===== src/rtl/gshare_pht_ctrl_if.sv =====
// Fetch/resolve-side bundle for the gshare pattern-history-table controller.
// The master side is the pipeline (fetch issues lookups, branch resolution
// issues training updates); the slave side is gshare_pht_ctrl.
interface gshare_pht_ctrl_if #(
    parameter int IDX_W    = 7,
    parameter int HIST_W   = 7,
    parameter int TQ_DEPTH = 4
);
    localparam int CNT_W = $clog2(TQ_DEPTH) + 1;

    // Lookup request / result
    logic              predict_valid;
    logic [IDX_W-1:0]  predict_pc;
    logic              predict_ready;
    logic              pred_out_valid;
    logic              pred_out_taken;
    logic [IDX_W-1:0]  pred_out_idx;

    // Training update
    logic              train_valid;
    logic [IDX_W-1:0]  train_idx;
    logic              train_taken;
    logic              train_ready;

    // Status
    logic              init_done;
    logic [HIST_W-1:0] ghr;
    logic [CNT_W-1:0]  tq_count;

    modport master (
        output predict_valid, predict_pc,
        output train_valid, train_idx, train_taken,
        input  predict_ready, pred_out_valid, pred_out_taken, pred_out_idx,
        input  train_ready, init_done, ghr, tq_count
    );

    modport slave (
        input  predict_valid, predict_pc,
        input  train_valid, train_idx, train_taken,
        output predict_ready, pred_out_valid, pred_out_taken, pred_out_idx,
        output train_ready, init_done, ghr, tq_count
    );
endinterface


===== src/rtl/gshare_pht_ctrl.sv =====
// gshare pattern-history-table controller.
// Owns a table of 2**IDX_W two-bit saturating counters, sweeps it to INIT_VAL
// after reset, then serves one table access per cycle: a lookup (read,
// registered result) or, when no lookup is accepted, the head of the training
// queue (read-modify-write). The global history register shifts only on
// training drains, so it reflects resolved branches in arrival order.
// HIST_W must lie in 1..IDX_W; TQ_DEPTH must be a power of two >= 2.
module gshare_pht_ctrl #(
    parameter int         IDX_W    = 7,
    parameter int         HIST_W   = 7,
    parameter int         TQ_DEPTH = 4,
    parameter logic [1:0] INIT_VAL = 2'd1
) (
    input logic            clk,
    input logic            areset,
    gshare_pht_ctrl_if.slave bus
);

    localparam int DEPTH = 2 ** IDX_W;
    localparam int PTR_W = $clog2(TQ_DEPTH);
    localparam int CNT_W = PTR_W + 1;

    localparam logic [CNT_W-1:0] TQ_FULL    = CNT_W'(TQ_DEPTH);
    localparam logic [IDX_W-1:0] SWEEP_LAST = IDX_W'(DEPTH - 1);

    localparam logic [0:0] ST_INIT = 1'b0;
    localparam logic [0:0] ST_RUN  = 1'b1;

    // Two-bit saturating counter step: no wrap at either end.
    function automatic logic [1:0] sat_update(input logic [1:0] cur, input logic taken);
        logic [1:0] nxt;
        nxt = cur;
        if (taken && (cur != 2'd3)) begin
            nxt = cur + 2'd1;
        end else if (!taken && (cur != 2'd0)) begin
            nxt = cur - 2'd1;
        end
        return nxt;
    endfunction

    // Control state
    logic [0:0]        state_q, state_d;
    logic [IDX_W-1:0]  sweep_ptr_q, sweep_ptr_d;
    logic              init_done_q, init_done_d;
    logic [HIST_W-1:0] ghr_q, ghr_d;
    logic [CNT_W-1:0]  tq_count_q, tq_count_d;
    logic [PTR_W-1:0]  rd_ptr_q, rd_ptr_d;
    logic [PTR_W-1:0]  wr_ptr_q, wr_ptr_d;
    logic              pred_vld_q, pred_vld_d;
    logic              pred_taken_q, pred_taken_d;
    logic [IDX_W-1:0]  pred_idx_q, pred_idx_d;

    // Storage (not reset; the INIT sweep and queue pointers define validity)
    logic [1:0]        pht_q [DEPTH];
    logic [IDX_W-1:0]  tq_idx_q [TQ_DEPTH];
    logic              tq_taken_q [TQ_DEPTH];

    // Per-cycle decisions
    logic              run;
    logic              not_full;
    logic              pred_acc;
    logic              enq;
    logic              drain;
    logic [IDX_W-1:0]  lookup_idx;
    logic [IDX_W-1:0]  head_idx;
    logic              head_taken;
    logic              pht_we;
    logic [IDX_W-1:0]  pht_wa;
    logic [1:0]        pht_wd;

    assign run      = (state_q == ST_RUN);
    assign not_full = (tq_count_q != TQ_FULL);

    // A full queue blocks lookups so the drain slot is guaranteed.
    assign bus.predict_ready = run && not_full;
    assign bus.train_ready   = run && not_full;

    assign pred_acc = bus.predict_valid && run && not_full;
    assign enq      = bus.train_valid && run && not_full;
    assign drain    = run && !pred_acc && (tq_count_q != '0);

    assign lookup_idx = bus.predict_pc ^ IDX_W'(ghr_q);
    assign head_idx   = tq_idx_q[rd_ptr_q];
    assign head_taken = tq_taken_q[rd_ptr_q];

    assign bus.pred_out_valid = pred_vld_q;
    assign bus.pred_out_taken = pred_taken_q;
    assign bus.pred_out_idx   = pred_idx_q;
    assign bus.init_done      = init_done_q;
    assign bus.ghr            = ghr_q;
    assign bus.tq_count       = tq_count_q;

    // Single table write port: the init sweep or a training drain, never both.
    always_comb begin
        pht_we = 1'b0;
        pht_wa = '0;
        pht_wd = '0;
        if (state_q == ST_INIT) begin
            pht_we = 1'b1;
            pht_wa = sweep_ptr_q;
            pht_wd = INIT_VAL;
        end else if (drain) begin
            pht_we = 1'b1;
            pht_wa = head_idx;
            pht_wd = sat_update(pht_q[head_idx], head_taken);
        end
    end

    // Next-state for the sweep, queue bookkeeping, history and lookup result.
    always_comb begin
        state_d      = state_q;
        sweep_ptr_d  = sweep_ptr_q;
        init_done_d  = init_done_q;
        ghr_d        = ghr_q;
        tq_count_d   = tq_count_q;
        rd_ptr_d     = rd_ptr_q;
        wr_ptr_d     = wr_ptr_q;
        pred_vld_d   = pred_acc;
        pred_taken_d = pred_taken_q;
        pred_idx_d   = pred_idx_q;

        if (state_q == ST_INIT) begin
            sweep_ptr_d = sweep_ptr_q + IDX_W'(1);
            if (sweep_ptr_q == SWEEP_LAST) begin
                state_d     = ST_RUN;
                init_done_d = 1'b1;
            end
        end

        if (pred_acc) begin
            pred_taken_d = pht_q[lookup_idx][1];
            pred_idx_d   = lookup_idx;
        end

        if (enq) begin
            wr_ptr_d = wr_ptr_q + PTR_W'(1);
        end

        if (drain) begin
            rd_ptr_d = rd_ptr_q + PTR_W'(1);
            ghr_d    = (ghr_q << 1) | HIST_W'(head_taken);
        end

        case ({enq, drain})
            2'b10:   tq_count_d = tq_count_q + CNT_W'(1);
            2'b01:   tq_count_d = tq_count_q - CNT_W'(1);
            default: tq_count_d = tq_count_q;
        endcase
    end

    // Control registers; asynchronous reset restarts the init sweep and empties the queue.
    always_ff @(posedge clk or posedge areset) begin
        if (areset) begin
            state_q      <= ST_INIT;
            sweep_ptr_q  <= '0;
            init_done_q  <= 1'b0;
            ghr_q        <= '0;
            tq_count_q   <= '0;
            rd_ptr_q     <= '0;
            wr_ptr_q     <= '0;
            pred_vld_q   <= 1'b0;
            pred_taken_q <= 1'b0;
            pred_idx_q   <= '0;
        end else begin
            state_q      <= state_d;
            sweep_ptr_q  <= sweep_ptr_d;
            init_done_q  <= init_done_d;
            ghr_q        <= ghr_d;
            tq_count_q   <= tq_count_d;
            rd_ptr_q     <= rd_ptr_d;
            wr_ptr_q     <= wr_ptr_d;
            pred_vld_q   <= pred_vld_d;
            pred_taken_q <= pred_taken_d;
            pred_idx_q   <= pred_idx_d;
        end
    end

    // Counter table write port.
    always_ff @(posedge clk) begin
        if (pht_we) begin
            pht_q[pht_wa] <= pht_wd;
        end
    end

    // Training queue payload write; occupancy lives in the control registers.
    always_ff @(posedge clk) begin
        if (enq) begin
            tq_idx_q[wr_ptr_q]   <= bus.train_idx;
            tq_taken_q[wr_ptr_q] <= bus.train_taken;
        end
    end

endmodule

===== src/flat_wrapper.sv =====
// flat-port wrapper written by rule: the top's interface ports become plain ports
module gshare_pht_ctrl_flat 
#(
    parameter int         IDX_W    = 7,
    parameter int         HIST_W   = 7,
    parameter int         TQ_DEPTH = 4,
    parameter logic [1:0] INIT_VAL = 2'd1
)
  (clk, areset, bus_predict_valid, bus_predict_pc, bus_train_valid, bus_train_idx, bus_train_taken, bus_predict_ready, bus_pred_out_valid, bus_pred_out_taken, bus_pred_out_idx, bus_train_ready, bus_init_done, bus_ghr, bus_tq_count);
  gshare_pht_ctrl_if #(.IDX_W(IDX_W), .HIST_W(HIST_W), .TQ_DEPTH(TQ_DEPTH)) bus_i ();
  input logic clk;
  input logic areset;
  input wire logic [$bits(bus_i.predict_valid)-1:0] bus_predict_valid;
  input wire logic [$bits(bus_i.predict_pc)-1:0] bus_predict_pc;
  input wire logic [$bits(bus_i.train_valid)-1:0] bus_train_valid;
  input wire logic [$bits(bus_i.train_idx)-1:0] bus_train_idx;
  input wire logic [$bits(bus_i.train_taken)-1:0] bus_train_taken;
  output wire logic [$bits(bus_i.predict_ready)-1:0] bus_predict_ready;
  output wire logic [$bits(bus_i.pred_out_valid)-1:0] bus_pred_out_valid;
  output wire logic [$bits(bus_i.pred_out_taken)-1:0] bus_pred_out_taken;
  output wire logic [$bits(bus_i.pred_out_idx)-1:0] bus_pred_out_idx;
  output wire logic [$bits(bus_i.train_ready)-1:0] bus_train_ready;
  output wire logic [$bits(bus_i.init_done)-1:0] bus_init_done;
  output wire logic [$bits(bus_i.ghr)-1:0] bus_ghr;
  output wire logic [$bits(bus_i.tq_count)-1:0] bus_tq_count;
  assign bus_i.predict_valid = bus_predict_valid;
  assign bus_i.predict_pc = bus_predict_pc;
  assign bus_i.train_valid = bus_train_valid;
  assign bus_i.train_idx = bus_train_idx;
  assign bus_i.train_taken = bus_train_taken;
  assign bus_predict_ready = bus_i.predict_ready;
  assign bus_pred_out_valid = bus_i.pred_out_valid;
  assign bus_pred_out_taken = bus_i.pred_out_taken;
  assign bus_pred_out_idx = bus_i.pred_out_idx;
  assign bus_train_ready = bus_i.train_ready;
  assign bus_init_done = bus_i.init_done;
  assign bus_ghr = bus_i.ghr;
  assign bus_tq_count = bus_i.tq_count;
  gshare_pht_ctrl #(.IDX_W(IDX_W), .HIST_W(HIST_W), .TQ_DEPTH(TQ_DEPTH), .INIT_VAL(INIT_VAL)) u_core (.clk(clk), .areset(areset), .bus(bus_i));
endmodule

===== config.mk =====
export PLATFORM = sky130hd
export DESIGN_NAME = gshare_pht_ctrl_flat
export DESIGN_NICKNAME = d
export VERILOG_FILES = /design/src/rtl/gshare_pht_ctrl_if.sv /design/src/rtl/gshare_pht_ctrl.sv /design/src/flat_wrapper.sv
export SDC_FILE = /design/constraint.sdc
export NUM_CORES = 1
export LEC_CHECK = 0
export ABC_AREA = 1
export BUFFER_PORTS_ARGS = -buffer_cell sky130_fd_sc_hd__buf_2
export CAP_MARGIN = 20
export CELL_PAD_IN_SITES_DETAIL_PLACEMENT = 0
export CELL_PAD_IN_SITES_GLOBAL_PLACEMENT = 1
export CORE_UTILIZATION = 35
export DETAILED_ROUTE_END_ITERATION = 10
export PLACE_DENSITY = 0.63
export SLEW_MARGIN = 20
export SYNTH_ARGS = -nofsm -noshare
export SYNTH_HDL_FRONTEND = slang
export SYNTH_SLANG_ARGS = --single-unit
export TNS_END_PERCENT = 30

===== constraint.sdc =====
create_clock -name clk -period 19.74 [get_ports clk]
set_input_delay 3.948 -clock clk [delete_from_list [all_inputs] [get_ports clk]]
set_output_delay 3.948 -clock clk [all_outputs]
set_load 0.01 [all_outputs]

# After elaboration in Yosys (flattened, before gate mapping)
# Memories as Yosys holds them, arrays and structs flattened. A register that Yosys moved wholly into a read port is not among the register bits.
# Cells that the tools add are included.
# totals
elab_cells	57
mem_count	3
ff_bits	31
out_inout_bits	22
ramBits	288
# memory_table
name	depth	width	read_ports	rd_clocked_by_memory_dff	write_ports	line_no	text
u_core.pht_q	128	2	2	1	1	gshare_pht_ctrl.sv:54	logic [1:0] pht_q [DEPTH];
u_core.tq_idx_q	4	7	1	0	1	gshare_pht_ctrl.sv:55	logic [IDX_W-1:0] tq_idx_q [TQ_DEPTH];
u_core.tq_taken_q	4	1	1	0	1	gshare_pht_ctrl.sv:56	logic tq_taken_q [TQ_DEPTH];
# classes
bitwise	3
reduce_logical	15
muxes	15
eq_ne	5
n_addsub	7
# op_table
cell	count
7-bit 2-to-1 mux	2
1-bit logical AND	9
1-bit 2-to-1 mux	8
2-bit 2-to-1 mux	4
7-bit by 1-bit adder with 7-bit output (second input constant)	1
7-bit equality test (second input constant)	1
7-bit by 1-bit bitwise OR with 7-bit output	1
7-bit XOR	1
2-bit by 1-bit adder with 2-bit output (second input constant)	3
3-bit one-hot mux with 2 select lines	1
2-bit nonzero test	2
3-bit by 1-bit adder with 3-bit output (second input constant)	1
3-bit inequality test (second input constant)	1
3-bit nonzero test	1
3-bit by 1-bit subtractor with 3-bit output (second input constant)	1
2-bit by 1-bit equality test with 1-bit output (second input constant)	1
2-bit equality test (second input constant)	1
1-bit zero test	2
2-bit inequality test (second input constant)	1
2-bit AND reduction	1
2-bit by 1-bit subtractor with 2-bit output (second input constant)	1
1-bit NOT	1

# Depth between registers and ports, before layout
# Gate-level depths: netlist (run 1).
# depth
ltp_word	9
ltp_mapped	25
mapped_depth_nobuf	22

# Worst setup path after synthesis (run 1)
# No wires, ideal clock.
# synth_path
kind	input to register
start	input bus_predict_valid
end	memory u_core.pht_q[0][1] (data pin)
slack_ns	11.021
n_path_buf	1
stages	5
arrival_time_ns	7.827
cell_sequence	o21ai_1 and2_1 buf_4 o21ai_0 a21oi_1
# synth_via
elab_chain_len	7
# synth_lines
element	line_no	text
from (decl)	flat_wrapper.sv:13	input wire logic [$bits(bus_i.predict_valid)-1:0] bus_predict_valid;
1-bit logical AND (2 in series)	gshare_pht_ctrl.sv:78	assign pred_acc = bus.predict_valid && run && not_full;
1-bit zero test	gshare_pht_ctrl.sv:80	assign drain = run && !pred_acc && (tq_count_q != '0);
1-bit logical AND (2 in series)	gshare_pht_ctrl.sv:80	
2-bit 2-to-1 mux	gshare_pht_ctrl.sv:102	end else if (drain) begin
2-bit 2-to-1 mux	gshare_pht_ctrl.sv:98	if (state_q == ST_INIT) begin
net u_core.pht_wd[1]	gshare_pht_ctrl.sv:69	logic [1:0] pht_wd;
to (decl)	gshare_pht_ctrl.sv:54	
# The timed path passes the listed nets, and every way through them passes these cells.

# Final worst setup path (run 1)
# layout_path
start	input bus_predict_valid
end	memory u_core.pht_q[114][1] (data pin)
# Same word-level chain as after synthesis.

==> flow_metrics.env, run 1 <==
export IMPL_status="completed"
export IMPL_synth_enable_flop_cells=288
export IMPL_cts_repair_resized=0
export IMPL_critPathMaxFanout=88
export IMPL_wirelength_mm=45.9
export IMPL_synth_area_leaders="edfxtp_1, nand3_1, nand2_1"
export IMPL_grt_max_degree=104
export IMPL_skew_ps=25.4
export IMPL_syn_nets=1543
export IMPL_ys_ff_latch=320
export IMPL_worstHoldStart="u_core.bus.init_done$_DFFE_PP0P_"
export IMPL_peakVddDrop_mv=0.0470
export IMPL_finalCritPeriodShare_pct=33.4
export IMPL_fill_cells=4258
export IMPL_finalNonFillerCells=2139
export IMPL_avgRoutedWirePerCell_um=21.5
export IMPL_synthFlopType="edfxtp_1"
export IMPL_slew_viol_final=0
export IMPL_antenna_found_initial=0
export IMPL_synth_most_common_cell="nand3_1"
export IMPL_chipHeight_um=211
export IMPL_slew_limit_headroom_pct=24.8
export IMPL_yosysSeqAreaShare_pct=61.7
export IMPL_final_layout_size_suffix_gt1_share_pct=11.5
export IMPL_yosys_warnings=0
export IMPL_cts_tree="done"
export IMPL_crit_start="bus_predict_valid"
export IMPL_fmax_mhz=152
export IMPL_yosys_area_top_type="edfxtp_1"
export IMPL_setup_tns_ps=0
export IMPL_first_global_vias=11100
export IMPL_clockBufferDepth=3
export IMPL_grt_first_pass_wirelength_mm=69.3
export IMPL_routed_via_density=5.27
export IMPL_dp_cells=2071
export IMPL_timing_rr_start="u_core.rd_ptr_q[0]$_DFFE_PP0N_"
export IMPL_die_area_sq_mm=0.0446
export IMPL_required_ps=19930
export IMPL_place_congestion=0.792
export IMPL_cp_cell_sequence="buf_2 > o21ai_1 > and2_1 > o21ai_0 > a21oi_4 > buf_4"
export IMPL_crit_path_start_kind="input port"
export IMPL_synth_cells=1515
export IMPL_cts_buffers=37
export IMPL_async_reset_ff_share_pct=10.0
export IMPL_root_buffer="clkbuf_16"
export IMPL_die_w_um=211
export IMPL_drc=0
export IMPL_drt_iter0_markers=794
export IMPL_final_hold_viol_count=0
export IMPL_cts_sinks=320
export IMPL_end_kind="register"
export IMPL_diodes=0
export IMPL_setup_viol=0
export IMPL_max_slew_worst_pin_slew_ps=1120
export IMPL_cp_slowest_stage_delay_ps=880
export IMPL_firstDrtPassIters=5
export IMPL_yosysTopAreaCellShare_pct=56.5
export IMPL_cts_setup_buffers=0
export IMPL_path_buf_inv=2
export IMPL_cellPowerDensity_mw_per_mm2=84.2
export IMPL_cp_top_family="compound AO/OA/AOI/OAI gates"
export IMPL_num_nets_final=1554
export IMPL_synth_area_sq_mm=0.0153
export IMPL_overflow=0
export IMPL_clock_latency_ps=540
export IMPL_portBuffers=40
export IMPL_worstSetupPathType="in -> reg"
export IMPL_postCtsHoldBufs=0
export IMPL_synth_top_cells_by_count="nand3_1, edfxtp_1, nand2_1"
export IMPL_finalCriticalPeriod_ps=6590
export IMPL_clk_pin_slew_ps=60
export IMPL_worstPathArrival_ps=6770
export IMPL_cap_violations=0
export IMPL_rows=76
export IMPL_syn_area_per_cell_sq_um=10.1
export IMPL_area_growth_pct=12.9
export IMPL_antenna_left=0
export IMPL_critPathSlowestCell="buf_4"
export IMPL_core_sq_mm=0.0431
export IMPL_ios=41
export IMPL_rsz0062_at_grt="false"
export IMPL_initial_core_util_pct=35.6
export IMPL_min_path_type="reg -> reg"
export IMPL_place_hpwl_mm=26.6
export IMPL_htreeDepth=2
export IMPL_yosysUniqueCellTypes=39
export IMPL_leakage_nw=6.28
export IMPL_num_vias=11300
export IMPL_grt_util_all_layers_pct=21.0
## logic make-up (layout without fill, tap and decap cells)
kind of cell	count (synthesis)	after routing	synth area share, %
flip-flops	320	320	61.7
buffers and inverters	209	248	5.86
AO/OA/AOI/OAI	182	182	8.14
AND/OR/NAND/NOR	779	779	22.6
XOR/XNOR	16	16	0.915
adder cells (fa/ha/maj)	9	9	0.784
## worst paths after layout
path | end | slack (ps) | cells after the start
max in group asynchronous | u_core.bus.pred_out_valid$_DFF_PP0_ | 15920 | 3
min in group asynchronous | u_core.bus.tq_count[2]$_DFFE_PP0P_ | 3500 | 3
max | u_core.pht_q[114][1]$_DFFE_PP_ | 13150 | 6
max reg2reg | u_core.pht_q[114][1]$_DFFE_PP_ | 13400 | 21
min | u_core.bus.init_done$_DFFE_PP0P_ | 460 | 1
min reg2reg | u_core.bus.init_done$_DFFE_PP0P_ | 460 | 1
## metal layers
metal  wire length (um)  GRT usage (%)
met4               1150           6.20
met3               2940           3.79
met1              20000           28.1
met5                  0              0
met2              21800           34.6
## per-stage QoR
| stage | area, sq um | power [mW] | util (%) | hold WS [ps] | setup WS, ps |
|---|---|---|---|---|---|
| 2_1_floorplan | 15300 | 0.758 | - | 463 | 11020 |
| 3_3_place_gp | 16000 | 0.771 | 37.2 | 449 | 12570 |
| 3_5_place_dp | 16000 | 0.771 | 37.2 | 450 | 12540 |
| 4_1_cts | 17300 | 1.47 | 40.1 | 463 | 13110 |
| 5_1_grt | 17300 | 1.50 | 40.2 | 481 | 12830 |
| 6_report | 17300 | 1.46 | 40.2 | 459 | 13150 |
## state kept, by name, indices dropped and copies added, names as in the netlist, 3 cells and up
| signal | cells |
|---|---|
| u_core.bus.ghr | 7 |
| u_core.pht_q | 256 |
| u_core.tq_taken_q | 4 |
| u_core.sweep_ptr_q | 7 |
| u_core.bus.pred_out_idx | 7 |
| u_core.tq_idx_q | 28 |
| u_core.bus.tq_count | 3 |
## report_power, final
group	internal (mW)	switching (mW)	leakage, nW
sequential	0.729	0	2.79
combinational	0.00755	0.0203	2.90
clock	0.425	0.275	0.597
## placed cells by master (no fill, tap or decap), types with 3 or more instances in the layout
master,netlist,final
a21oi_1,20,19
a32oi_4,3,3
buf_2,37,40
buf_4,9,22
bufinv_16,0,5
clkbuf_1,37,5
clkbuf_16,0,39
clkinv_1,0,10
clkinv_2,0,4
dfrtp_1,32,32
edfxtp_1,288,288
ha_1,8,8
inv_1,109,109
inv_2,7,7
nand2_1,265,262
nand2_2,18,17
nand2_4,0,3
nand3_1,303,303
nand3b_1,7,7
nor2_1,161,161
nor2_2,4,4
nor2_4,4,4
o211ai_1,72,72
o21ai_0,67,67
o221ai_1,10,10
o22ai_2,4,4
or2_2,10,10
xnor2_1,8,6
xor2_1,8,8
## area by class of cell
type	count	area, sq um	share of cell area [%]
Sequential cell	320	9450	54.6
Multi-Input combinational cell	986	5030	29.1
Clock buffer	44	995	5.75
Tap cell	585	732	4.23
Inverter	117	442	2.55
Timing Repair Buffer	64	408	2.36
Clock inverter	23	240	1.39
Note: power is estimated with default switching activity, not from simulation.
==> inputs of run 2 (changes only) <==
--- a/config.mk
+++ b/config.mk
@@ -12,7 +12,7 @@
 export CELL_PAD_IN_SITES_GLOBAL_PLACEMENT = 1
 export CORE_UTILIZATION = 35
 export DETAILED_ROUTE_END_ITERATION = 10
-export PLACE_DENSITY = 0.63
+export PLACE_DENSITY = 0.66
 export SLEW_MARGIN = 20
 export SYNTH_ARGS = -nofsm -noshare
 export SYNTH_HDL_FRONTEND = slang
==> constraint.sdc (replaced) <==
create_clock -name clk -period 5.5 [get_ports clk]
set_input_delay 1.1 -clock clk [delete_from_list [all_inputs] [get_ports clk]]
set_output_delay 1.1 -clock clk [all_outputs]
set_load 0.01 [all_outputs]
==> run 2 against run 1 <==
Compared with the run above: register-to-register slack worse by 13000 ps; largest power group unchanged; highest routed layer unchanged; final cell count is 0.42% higher; core utilization is 0.18 points higher; global-route usage is 0.058 points higher; sequential share of layout area is 0.24 points lower; setup slack worse by 12000 ps.
==> flow_metrics.env, run 2 (synthesis results as in run 1) <==
export IMPL_first_global_vias=11200
export IMPL_required_ps=5820
export IMPL_layout_common_cells="nand3_1, edfxtp_1, nand2_1"
export IMPL_cts_repair_resized=0
export IMPL_top_register="u_core.pht_q"
export IMPL_setup_tns_ps=0
export IMPL_crit_top_cell="nand3_1"
export IMPL_path_buf_inv=6
export IMPL_wirelength_mm=46.1
export IMPL_slew_viol_final=0
export IMPL_cts_tree="done"
export IMPL_status="completed"
export IMPL_cts_sinks=320
export IMPL_cellPowerDensity_mw_per_mm2=298
export IMPL_cp_slowest_stage_delay_ps=730
export IMPL_antenna_found_initial=0
export IMPL_area_growth_pct=13.4
export IMPL_max_slew_worst_pin_slew_ps=1100
export IMPL_cp_top_family="simple AND/OR/NAND/NOR gates"
export IMPL_core_sq_mm=0.0431
export IMPL_ios=41
export IMPL_antenna_left=0
export IMPL_clock_latency_ps=530
export IMPL_worstSetupPathType="reg -> reg"
export IMPL_place_hpwl_mm=27.1
export IMPL_root_buffer="clkbuf_16"
export IMPL_setup_viol=0
export IMPL_clockBufferDepth=3
export IMPL_htreeDepth=2
export IMPL_grt_first_pass_wirelength_mm=69.6
export IMPL_drt_iter0_markers=1149
export IMPL_grt_util_all_layers_pct=21.0
export IMPL_rows=76
export IMPL_largest_register_ffs=256
export IMPL_critPathSlowestCell="dfrtp_1"
export IMPL_num_vias=11500
export IMPL_fmax_mhz=213
export IMPL_min_path_type="reg -> reg"
export IMPL_die_w_um=211
export IMPL_cp_cell_sequence="inv_4 > nand2_1 > nand3_1 > nand2_4 > buf_4 > a21oi_1 > o21ai_0 > nand3_1 > nand3_1 > nand3_1 > nand3_1 > nand3_1 > nand2_1 > inv_1 > ha_1 > nor2_1 > inv_1 > nand2_1 > inv_1 > nand3_1 > nand3_1 > nand2_4 > buf_12"
export IMPL_crit_path_start_kind="register"
export IMPL_rsz0062_at_grt="false"
export IMPL_chipHeight_um=211
export IMPL_final_hold_viol_count=0
export IMPL_reg_top3="u_core.pht_q: 256 flops, u_core.tq_idx_q: 28 flops"
export IMPL_skew_ps=17.1
export IMPL_finalWorstSetupSlack_ps=812
export IMPL_cts_setup_buffers=0
export IMPL_leakage_nw=6.32
export IMPL_cts_buffers=37
export IMPL_finalCriticalPeriod_ps=4690
export IMPL_peakVddDrop_mv=0.236
export IMPL_routed_via_density=5.34
export IMPL_num_nets_final=1563
export IMPL_critPathMaxFanout=58
export IMPL_worstPathArrival_ps=5010
export IMPL_firstDrtPassIters=5
export IMPL_final_layout_size_suffix_gt1_share_pct=12.0
export IMPL_place_congestion=0.846
export IMPL_drc=0
export IMPL_slew_limit_headroom_pct=26.6
export IMPL_overflow=0
export IMPL_die_area_sq_mm=0.0446
export IMPL_finalCritPeriodShare_pct=85.2
export IMPL_avgRoutedWirePerCell_um=21.5
export IMPL_portBuffers=40
export IMPL_initial_core_util_pct=35.6
export IMPL_diodes=0
export IMPL_postCtsHoldBufs=0
export IMPL_dpl_cell_area_sq_mm=0.0162
export IMPL_clk_pin_slew_ps=60
export IMPL_grt_max_degree=102
export IMPL_pre_cts_ws_ps=858
export IMPL_end_kind="register"
export IMPL_cap_violations=0
export IMPL_fin_area_sq_mm=0.0174
export IMPL_layout_commonest_cell="nand3_1"
==> run 2: cell types whose count changed in the layout (fill, tap and decap cells not counted), moves of 2 or more <==
cell,previous run,this run
buf_12,0,4
buf_4,22,29
bufinv_16,5,3
clkbuf_1,5,8
clkbuf_8,0,4
clkinv_1,10,5
==> run 2: worst paths after layout <==
kind / start / endpoint / slack [ps] / depth (start not counted)
setup / recovery: u_core.rd_ptr_q[0]$_DFFE_PP0N_ / u_core.pht_q[91][0]$_DFFE_PP_ / 810 / 23
min in group asynchronous: areset / u_core.bus.ghr[3]$_DFFE_PP0N_ / 650 / 3
hold reg to reg: u_core.bus.init_done$_DFFE_PP0P_ / u_core.bus.init_done$_DFFE_PP0P_ / 460 / 1
setup reg to reg: u_core.rd_ptr_q[0]$_DFFE_PP0N_ / u_core.pht_q[91][0]$_DFFE_PP_ / 810 / 23
max in group asynchronous: areset / u_core.bus.pred_out_idx[1]$_DFFE_PP0P_ / 4520 / 3
hold / removal: u_core.bus.init_done$_DFFE_PP0P_ / u_core.bus.init_done$_DFFE_PP0P_ / 460 / 1
==> run 2: power by group <==
part           switching [mW]  internal [mW]  leakage (nW)
registers                   0           2.62          2.79
logic                  0.0745         0.0272          2.94
clock network           0.970           1.49         0.598
total                    1.04           4.14          6.32
==> run 2: area by class of cell <==
type | instances | area (sq um)
Fill cell | 4190 | 25700
Sequential cell | 320 | 9450
Multi-Input combinational cell | 986 | 5030
Clock buffer | 51 | 1060
Tap cell | 585 | 732
Timing Repair Buffer | 73 | 498
Inverter | 117 | 442
Clock inverter | 16 | 163
==> run 2: metrics by stage <==
| step | hold slack (ps) | utilization (%) | total power, mW | cells |
|---|---|---|---|---|
| CTS | 467 | 40.3 | 5.23 | 2148 |
| finish | 460 | 40.3 | 5.18 | 2148 |
| detailed placement | 453 | 37.5 | 2.77 | 2081 |
| floorplan | 463 | - | 2.72 | 1515 |
| global placement | 448 | 37.5 | 2.77 | 2081 |
| global route | 488 | 40.3 | 5.32 | 2148 |
==> run 2: worst register-to-register path, delay by kind of cell (launching register included) <==
family	cells	cell delay (ps)
buffers and inverters	6	1230
AO/OA/AOI/OAI	2	160
flip-flops	1	730
AND/OR/NAND/NOR	14	2120
adder cells (fa/ha/maj)	1	180
==> run 2: per-layer routing <==
| metal | share of wire [%] | track usage, % | vias to the layer above | wire (um) |
|---|---|---|---|---|
| met5 | 0 | 0 | - | 0 |
| met4 | 3.0 | 7.37 | 0 | 1390 |
| met3 | 6.9 | 4.01 | 86 | 3160 |
| met2 | 46 | 33.7 | 370 | 21300 |
| met1 | 44 | 28.5 | 5653 | 20200 |
| li1 | - | - | 5352 | - |
